### config.mk
export PLATFORM = sky130hd
export DESIGN_NAME = bolt_slot_arbiter
export DESIGN_NICKNAME = d
export VERILOG_FILES = /design/src/rtl/bolt_slot_arbiter.sv
export SDC_FILE = /design/constraint.sdc
export NUM_CORES = 1
export LEC_CHECK = 0
export CAP_MARGIN = 20
export CELL_PAD_IN_SITES_DETAIL_PLACEMENT = 1
export CELL_PAD_IN_SITES_GLOBAL_PLACEMENT = 1
export CORE_MARGIN = 5
export CORE_UTILIZATION = 39
export CTS_BUF_LIST = sky130_fd_sc_hd__clkbuf_8
export DETAILED_ROUTE_END_ITERATION = 12
export PLACE_DENSITY = 0.78
export SLEW_MARGIN = 10
export SYNTH_ARGS = -nofsm -noshare
export SYNTH_HDL_FRONTEND = slang
export SYNTH_SLANG_ARGS = --single-unit
export TNS_END_PERCENT = 100
### constraint.sdc
create_clock -name clk -period 3.05 [get_ports clk]
set_input_delay 0.305 -clock clk [delete_from_list [all_inputs] [get_ports clk]]
set_output_delay 0.305 -clock clk [all_outputs]
set_load 0.02 [all_outputs]
### src/rtl/bolt_slot_arbiter.sv
// Shared bolt slot pool: grants slots to the player fire key and the invader fire source.
// Define BOLT_STATS_EN to add saturating player/invader shot and drop counters.
module bolt_slot_arbiter #(
    parameter int BOLT_MAX = 4,
    parameter int PLR_MAX  = 2,
    parameter int PLR_COOL = 8
) (
    input  logic                clk,
    input  logic                resetN,
    input  logic                srtFrm,
    input  logic                enable,
    input  logic                plrKey,
    input  logic [10:0]         plrX,
    input  logic [10:0]         plrY,
    input  logic                invReq,
    input  logic [10:0]         invX,
    input  logic [10:0]         invY,
    input  logic [BOLT_MAX-1:0] retire,
    output logic [BOLT_MAX-1:0] slotBusy,
    output logic [BOLT_MAX-1:0] slotInv,
    output logic                launch,
    output logic [2:0]          launchIdx,
    output logic [10:0]         launchX,
    output logic [10:0]         launchY,
`ifdef BOLT_STATS_EN
    output logic [15:0]         plrShots,
    output logic [15:0]         invShots,
    output logic [15:0]         drops,
`endif
    output logic                invDrop
);

    localparam int CW = $clog2(PLR_COOL + 2);

    typedef enum logic [1:0] {S_IDLE, S_GRANT, S_LAUNCH} state_t;

    state_t              r_state, w_next;
    logic [BOLT_MAX-1:0] r_slotBusy, r_slotInv, w_setMask;
    logic                r_keyPrev, r_plrPend, r_invPend, r_rrInv, r_launchInv, r_invDrop;
    logic [CW-1:0]       r_cool;
    logic [2:0]          r_launchIdx, w_freeIdx;
    logic [10:0]         r_plrX, r_plrY, r_invX, r_invY, r_launchX, r_launchY;
    logic                w_anyFree, w_keyEdge, w_plrRoom, w_plrSet;
    logic                w_selInv, w_grantVld, w_grant;

    function automatic int popcount(input logic [BOLT_MAX-1:0] v);
        int n;
        n = 0;
        for (int i = 0; i < BOLT_MAX; i++) n += int'(v[i]);
        return n;
    endfunction

    // Lowest-index free slot, taken from the registered busy map so same-cycle retires are not seen yet
    always_comb begin
        w_anyFree = 1'b0;
        w_freeIdx = '0;
        for (int i = BOLT_MAX - 1; i >= 0; i--) begin
            if (!r_slotBusy[i]) begin
                w_anyFree = 1'b1;
                w_freeIdx = 3'(i);
            end
        end
    end

    assign w_grantVld = r_plrPend | r_invPend;
    assign w_grant    = (r_state == S_GRANT) && w_grantVld;
    assign w_selInv   = r_invPend & (~r_plrPend | r_rrInv);
    assign w_setMask  = w_grant ? (BOLT_MAX'(1) << w_freeIdx) : '0;
    assign w_keyEdge  = plrKey & ~r_keyPrev;
    assign w_plrRoom  = popcount(r_slotBusy & ~r_slotInv) < PLR_MAX;
    // A player grant in flight blocks a second edge until the cooldown is loaded
    assign w_plrSet   = w_keyEdge && (r_cool == '0) && w_plrRoom && enable
                        && !(w_grant && !w_selInv);

    always_ff @(posedge clk or negedge resetN) begin
        if (!resetN) r_state <= S_IDLE;
        else         r_state <= w_next;
    end

    always_comb begin
        w_next = r_state;
        launch = 1'b0;
        case (r_state)
            S_IDLE:   if (enable && w_grantVld && w_anyFree) w_next = S_GRANT;
            S_GRANT:  w_next = w_grantVld ? S_LAUNCH : S_IDLE;
            S_LAUNCH: begin
                launch = 1'b1;
                w_next = S_IDLE;
            end
            default:  w_next = S_IDLE;
        endcase
    end

    // Origin coordinates are pure data and carry no reset
    always_ff @(posedge clk) begin
        if (w_plrSet) begin
            r_plrX <= plrX;
            r_plrY <= plrY;
        end
        if (invReq) begin
            r_invX <= invX;
            r_invY <= invY;
        end
    end

    always_ff @(posedge clk or negedge resetN) begin
        if (!resetN) begin
            r_slotBusy  <= '0;
            r_slotInv   <= '0;
            r_keyPrev   <= 1'b0;
            r_plrPend   <= 1'b0;
            r_invPend   <= 1'b0;
            r_rrInv     <= 1'b0;
            r_launchInv <= 1'b0;
            r_invDrop   <= 1'b0;
            r_cool      <= '0;
            r_launchIdx <= '0;
            r_launchX   <= '0;
            r_launchY   <= '0;
        end else begin
            r_keyPrev  <= plrKey;
            r_invDrop  <= 1'b0;
            r_slotBusy <= (r_slotBusy | w_setMask) & ~retire;
            r_slotInv  <= ((r_slotInv & ~w_setMask) | (w_selInv ? w_setMask : '0)) & ~retire;

            if (srtFrm && r_cool != '0) r_cool <= r_cool - CW'(1);

            if (w_grant) begin
                r_launchIdx <= w_freeIdx;
                r_launchInv <= w_selInv;
                r_launchX   <= w_selInv ? r_invX : r_plrX;
                r_launchY   <= w_selInv ? r_invY : r_plrY;
                r_rrInv     <= ~w_selInv;
                if (w_selInv) begin
                    r_invPend <= 1'b0;
                end else begin
                    r_plrPend <= 1'b0;
                    r_cool    <= CW'(PLR_COOL);
                end
            end

            if (srtFrm && r_invPend && !w_anyFree) begin
                r_invPend <= 1'b0;
                r_invDrop <= 1'b1;
            end

            if (w_plrSet) r_plrPend <= 1'b1;
            if (invReq)   r_invPend <= 1'b1;

            if (!enable) begin
                r_plrPend <= 1'b0;
                r_invPend <= 1'b0;
            end
        end
    end

    assign slotBusy  = r_slotBusy;
    assign slotInv   = r_slotInv;
    assign launchIdx = r_launchIdx;
    assign launchX   = r_launchX;
    assign launchY   = r_launchY;
    assign invDrop   = r_invDrop;

`ifdef BOLT_STATS_EN
    logic [15:0] r_plrShots, r_invShots, r_drops;

    function automatic logic [15:0] sat_inc(input logic [15:0] v);
        return (v == 16'hFFFF) ? v : v + 16'd1;
    endfunction

    always_ff @(posedge clk or negedge resetN) begin
        if (!resetN) begin
            r_plrShots <= '0;
            r_invShots <= '0;
            r_drops    <= '0;
        end else begin
            if (launch && !r_launchInv) r_plrShots <= sat_inc(r_plrShots);
            if (launch && r_launchInv)  r_invShots <= sat_inc(r_invShots);
            if (r_invDrop)              r_drops    <= sat_inc(r_drops);
        end
    end

    assign plrShots = r_plrShots;
    assign invShots = r_invShots;
    assign drops    = r_drops;
`endif

endmodule
==> Yosys cells after proc, flatten, opt, wreduce, memory -nomap -nowiden <==
Cells that the tools add are included.
{ "totals": {"wordCells": 93, "output_inout_bits": 35, "input_bits": 54, "register_bits": 88} }
{ "op_classes": {"n_eq_ne": 7, "bitwise_logic": 16, "n_addsub": 4, "magnitude_cmp": 1, "shift": 1, "n_mux": 29, "reduce_logical": 19} }
{ "op_table": {"columns": ["operator", "n"], "rows": [
  ["11-bit two-way mux", 2],
  ["4-bit two-way mux", 5],
  ["4-bit bitwise AND", 4],
  ["1-bit two-way mux", 15],
  ["4-bit NOT", 3],
  ["1-bit logical AND", 11],
  ["2-bit two-way mux", 4],
  ["4-bit by 1-bit inequality test with 1-bit output (second input constant)", 2],
  ["4-bit OR", 2],
  ["3-bit two-way mux", 2],
  ["3-bit by 1-bit adder with 4-bit output", 1],
  ["4-bit zero test", 1],
  ["4-bit by 2-bit less-than comparator with 1-bit output (second input constant)", 1],
  ["2-bit one-hot mux with 2 select lines", 1],
  ["2-bit AND reduction", 2],
  ["4-bit nonzero test", 1],
  ["1-bit by 3-bit << shifter with 4-bit output (first input constant)", 1],
  ["4-bit by 1-bit subtractor with 4-bit output (second input constant)", 1],
  ["2-bit by 1-bit adder with 3-bit output", 1],
  ["1-bit zero test", 3],
  ["3-bit by 1-bit inequality test with 1-bit output (second input constant)", 1],
  ["3-bit inequality test (second input constant)", 1],
  ["1-bit NOT", 3],
  ["1-bit by 1-bit adder with 2-bit output", 1],
  ["other kinds (6)", 8]
]} }

==> Longest topological paths before layout <==
{ "depth": {"ltp_word": 11, "depth_mapped": 7, "ltp_nobuf": 7} }

==> Least setup slack after synthesis <==
No wires, ideal clock.
{ "synth_timing": {"kind": "reg-to-reg", "from": "register r_slotBusy[0], in the netlist slotBusy[0]", "to": "register r_plrX[0], enable pin", "setup_time_ns": 0.381, "t_required_ns": 2.669, "t_arrival_ns": 2.057, "n_path_buf": 0, "stages_incl_launch_ff": 7, "path_slack_ns": 0.612, "period_less_slack_ns": 2.438, "cell_sequence": "dfrtp_1 nor2b_1 fa_1 nor2_1 nand3_1 a31oi_1 and3_1"} }
{ "synth_between": {"elab_chain_len": 8} }
{ "synth_rtl": {"columns": ["item", "line_no", "source"], "rows": [
  ["start: declaration", "38", "logic [BOLT_MAX-1:0] r_slotBusy, r_slotInv, w_setMask;"],
  ["start signal: assignment", "123", "r_slotBusy <= (r_slotBusy | w_setMask) & ~retire;"],
  ["4-bit bitwise AND", "70", "assign w_plrRoom = popcount(r_slotBusy & ~r_slotInv) < PLR_MAX;"],
  ["1-bit by 1-bit adder with 2-bit output", "49", "for (int i = 0; i < BOLT_MAX; i++) n += int'(v[i]);"],
  ["2-bit by 1-bit adder with 3-bit output", "49", null],
  ["3-bit by 1-bit adder with 4-bit output", "49", null],
  ["4-bit by 2-bit less-than comparator with 1-bit output", "70", null],
  ["1-bit logical AND (2 in series)", "72", "assign w_plrSet = w_keyEdge && (r_cool == '0) && w_plrRoom && enable"],
  ["1-bit logical AND", "73", "&& !(w_grant && !w_selInv);"],
  ["named net w_plrSet", "43", "logic w_anyFree, w_keyEdge, w_plrRoom, w_plrSet;"],
  ["end signal: assignment", "97", "r_plrX <= plrX;"],
  ["end: declaration", "42", "logic [10:0] r_plrX, r_plrY, r_invX, r_invY, r_launchX, r_launchY;"]
]} }
The timed path passes the listed nets, and every way through them passes these cells.
A chain may end at the register's enable or synchronous reset.

==> Worst setup path after layout <==
Ends and elaborated chain as after synthesis.

==> results.toml <==
[critical_path]
critPathMaxStageDelay_ps = 460
slowest_stage = "dfrtp_1"
worst_setup_path_start_kind = "flop"
cp.required_ps = 3070
path_max_fanout = 22
crit_chain = "nor2b_1 > fa_1 > nor2_1 > nand3_1 > a31oi_1 > and3_1 > buf_4"
path_class = "reg2reg"
worstSetupEndpointType = "flop"
cp.arrival_ps = 2310

[synthesis]
yosysUniqueCellTypes = 35
netlist.area_leader.share = 0.407
synthCells = 245
synth_xor_area_frac = 0.00270
synth_compound_area_frac = 0.0867
ys_seq_area_frac = 0.738
synthSimpleGateAreaFrac = 0.129
ys_top_cells_by_area = "edfxtp_1 (41%), dfrtp_1 (33%), nand2_1 (6.7%)"
synth_top_family_by_area = "simple AND/OR/NAND/NOR gates"
synth_nets = 301
synthMuxAreaShare = 0.00925
syn_area_per_cell_um2 = 13.3
synth-seq-cells = 87
synth_top_area_cell = "edfxtp_1"
synthAdderAreaFrac = 0.0100
netlist_area_um2 = 3250
yosys_warnings = 0

[timing]
setup_viol = 0
final.setup.tns_ps = 0
worst_slack_ps = 761
slew_violations = 0
fmax_mhz = 437
rsz0062_at_grt = "no"
worst_pin_slew_ps = 730
holdWs_ps = 385
slew_headroom = 0.513
finalHoldViolations = 0
skew_ps = 7.53
period_needed_ps = 2290
period_share = 0.751

[floorplan]
core_area_um2 = 8180
io_pins = 89
die_x_um = 101
die_height_um = 101
rows = 33
initial_core_util = 0.397
dieArea_um2 = 10300

[pwr]
seq_power_share = 0.475
p_leak_nw = 1.83
total_power_mw = 3.35
p_per_area_nw_per_um2 = 746
p_clk_frac = 0.261
swShare = 0.305
p_int_mw = 2.33
power.switching_mw = 1.02
comb_power_share = 0.264
max-vdd-ir-drop_mv = 0.370

[cts]
postCtsResizedCells = 0
clk_pin_slew_ps = 80
clk_latency_ps = 350
tritoncts = "done"
h-tree-depth = 3
clk_path_buf_depth = 2
clockRootBuffer = "clkbuf_8"
cts_setup_buffers = 0
cts_sinks = 87
cts_hold_buffers = 0
cts_buffers = 9

[routing]
wire_per_inst_um = 17.7
postRouteAntennaNets = 0
vias_per_cell = 4.99
drc = 0
routed_wl_mm = 8.00
vias = 2249
drtPass1Iterations = 4
drt_iter0_markers = 72

[grt]
grt_overflow = 0
grt_pass1_vias = 2464
antenna_found_initial = 0
grt.total_usage = 0.160
grt_pass1_wl_mm = 12.5
grt_max_degree = 44

[placement]
placed_area_um2 = 4240
place_ws_ps = 762
port-buffer-count = 87
place_hpwl_mm = 5.81
gp_congestion = 0.784

[job]
maxCapViolations = 0

[layout]
area_growth_pct = 38.4
drive_gt1_frac = 0.0780
nFillCells = 825
mostFrequentLayoutCell = "clkdlybuf4s50_1"
design_area_um2 = 4490
register_area_um2 = 2400
final_nets = 397
multi_input_area_um2 = 782
layout_common_cells = "clkdlybuf4s50_1 (86), nand2_1 (58), edfxtp_1 (44)"
insertedDiodeCount = 0

[outcome]
status = "complete, no violations"

[worst_hold_path]
worst_hold_path_type = "in2async"
metrics by stage:
| step | std cells | utilization |
|---|---|---|
| final | 451 | 0.550 |
| after global routing | 451 | 0.550 |
| after CTS | 449 | 0.546 |
| after detailed placement | 433 | 0.519 |
| after global placement | 433 | 0.519 |
| after floorplan | 245 | - |
flip-flops by register name, indices dropped and copies added, names as in the netlist:
register / count
launchX: 11
launchY: 11
r_invX: 11
r_invY: 11
r_plrX: 11
r_plrY: 11
r_cool: 4
slotBusy: 4
slotInv: 4
launchIdx: 2
r_state: 2
invDrop: 1
r_invPend: 1
r_keyPrev: 1
r_plrPend: 1
r_rrInv: 1
cells by family (layout without fill, tap and decap cells):
group / Yosys count / in the layout
xor+xnor: 1 / 1
mux: 3 / 3
fa+ha+maj: 2 / 2
other cells: 1 / 1
simple gates: 95 / 95
flops: 87 / 87
compound gates: 39 / 39
buf+inv: 17 / 118
synthesized netlist by cell type (all sizes together):
cell    instances
xnor2           1
a21boi          1
fa              1
a31oi           2
or4b            1
nor4            2
edfxtp         44
and2b           1
nand2          58
clkbuf          2
nor2b           4
nand2b          2
a22oi          22
nand3           2
o31ai           2
buf             7
dfrtp          43
nor4b           1
nand4           2
inv             8
nor2           15
o21ai           2
a211oi          3
a21oi           6
nor3b           2
o211a           1
mux2i           3
and3            3
conb            1
nor3            2
ha              1
critical path: cells and delay by family, from the launching register on:
kind	cells	cell delay [ps]
and+or+nand+nor	4	560
DFF	1	460
adders and majority gates	1	420
buffers and inverters	1	300
AOI/OAI and AO/OA	1	230
worst paths after layout:
| check | end | slack [ps] | cells past startpoint | from |
|---|---|---|---|---|
| max reg2reg | r_plrX[0] | 760 | 7 | slotBusy[0] |
| min in group clk | r_keyPrev | 460 | 1 | plrKey |
| min reg2reg | launchX[7] | 480 | 2 | r_invX[7] |
| min | launchY[2] | 390 | 2 | resetN |
| max | r_plrX[0] | 760 | 7 | slotBusy[0] |
| max in group asynchronous | launchY[7] | 2190 | 3 | resetN |
power groups by stage:
stage	sequential, mW	clock, mW	combinational [mW]
2_1_floorplan	1.77	0	0.210
3_3_place_gp	1.60	0	0.853
3_5_place_dp	1.62	0	0.890
5_1_grt	1.63	0.952	0.955
4_1_cts	1.60	0.905	0.899
6_report	1.59	0.877	0.885
metal layers:
| layer | global-route usage | vias to the layer above | wire, um |
|---|---|---|---|
| met5 | 0 | - | 0 |
| met4 | 0.0337 | 0 | 34 |
| met3 | 0.0599 | 5 | 637 |
| met2 | 0.275 | 72 | 4030 |
| met1 | 0.192 | 1120 | 3290 |
| li1 | - | 1052 | - |
layout make-up:
cell class                      instances  area share
Clock buffer                            9      0.0276
Clock inverter                          7      0.0214
Inverter                                8     0.00668
Multi-Input combinational cell        141       0.174
Sequential cell                        87       0.533
Tap cell                              105      0.0292
Timing Repair Buffer                   94       0.208
No activity file was read; power rests on OpenSTA's default activity.
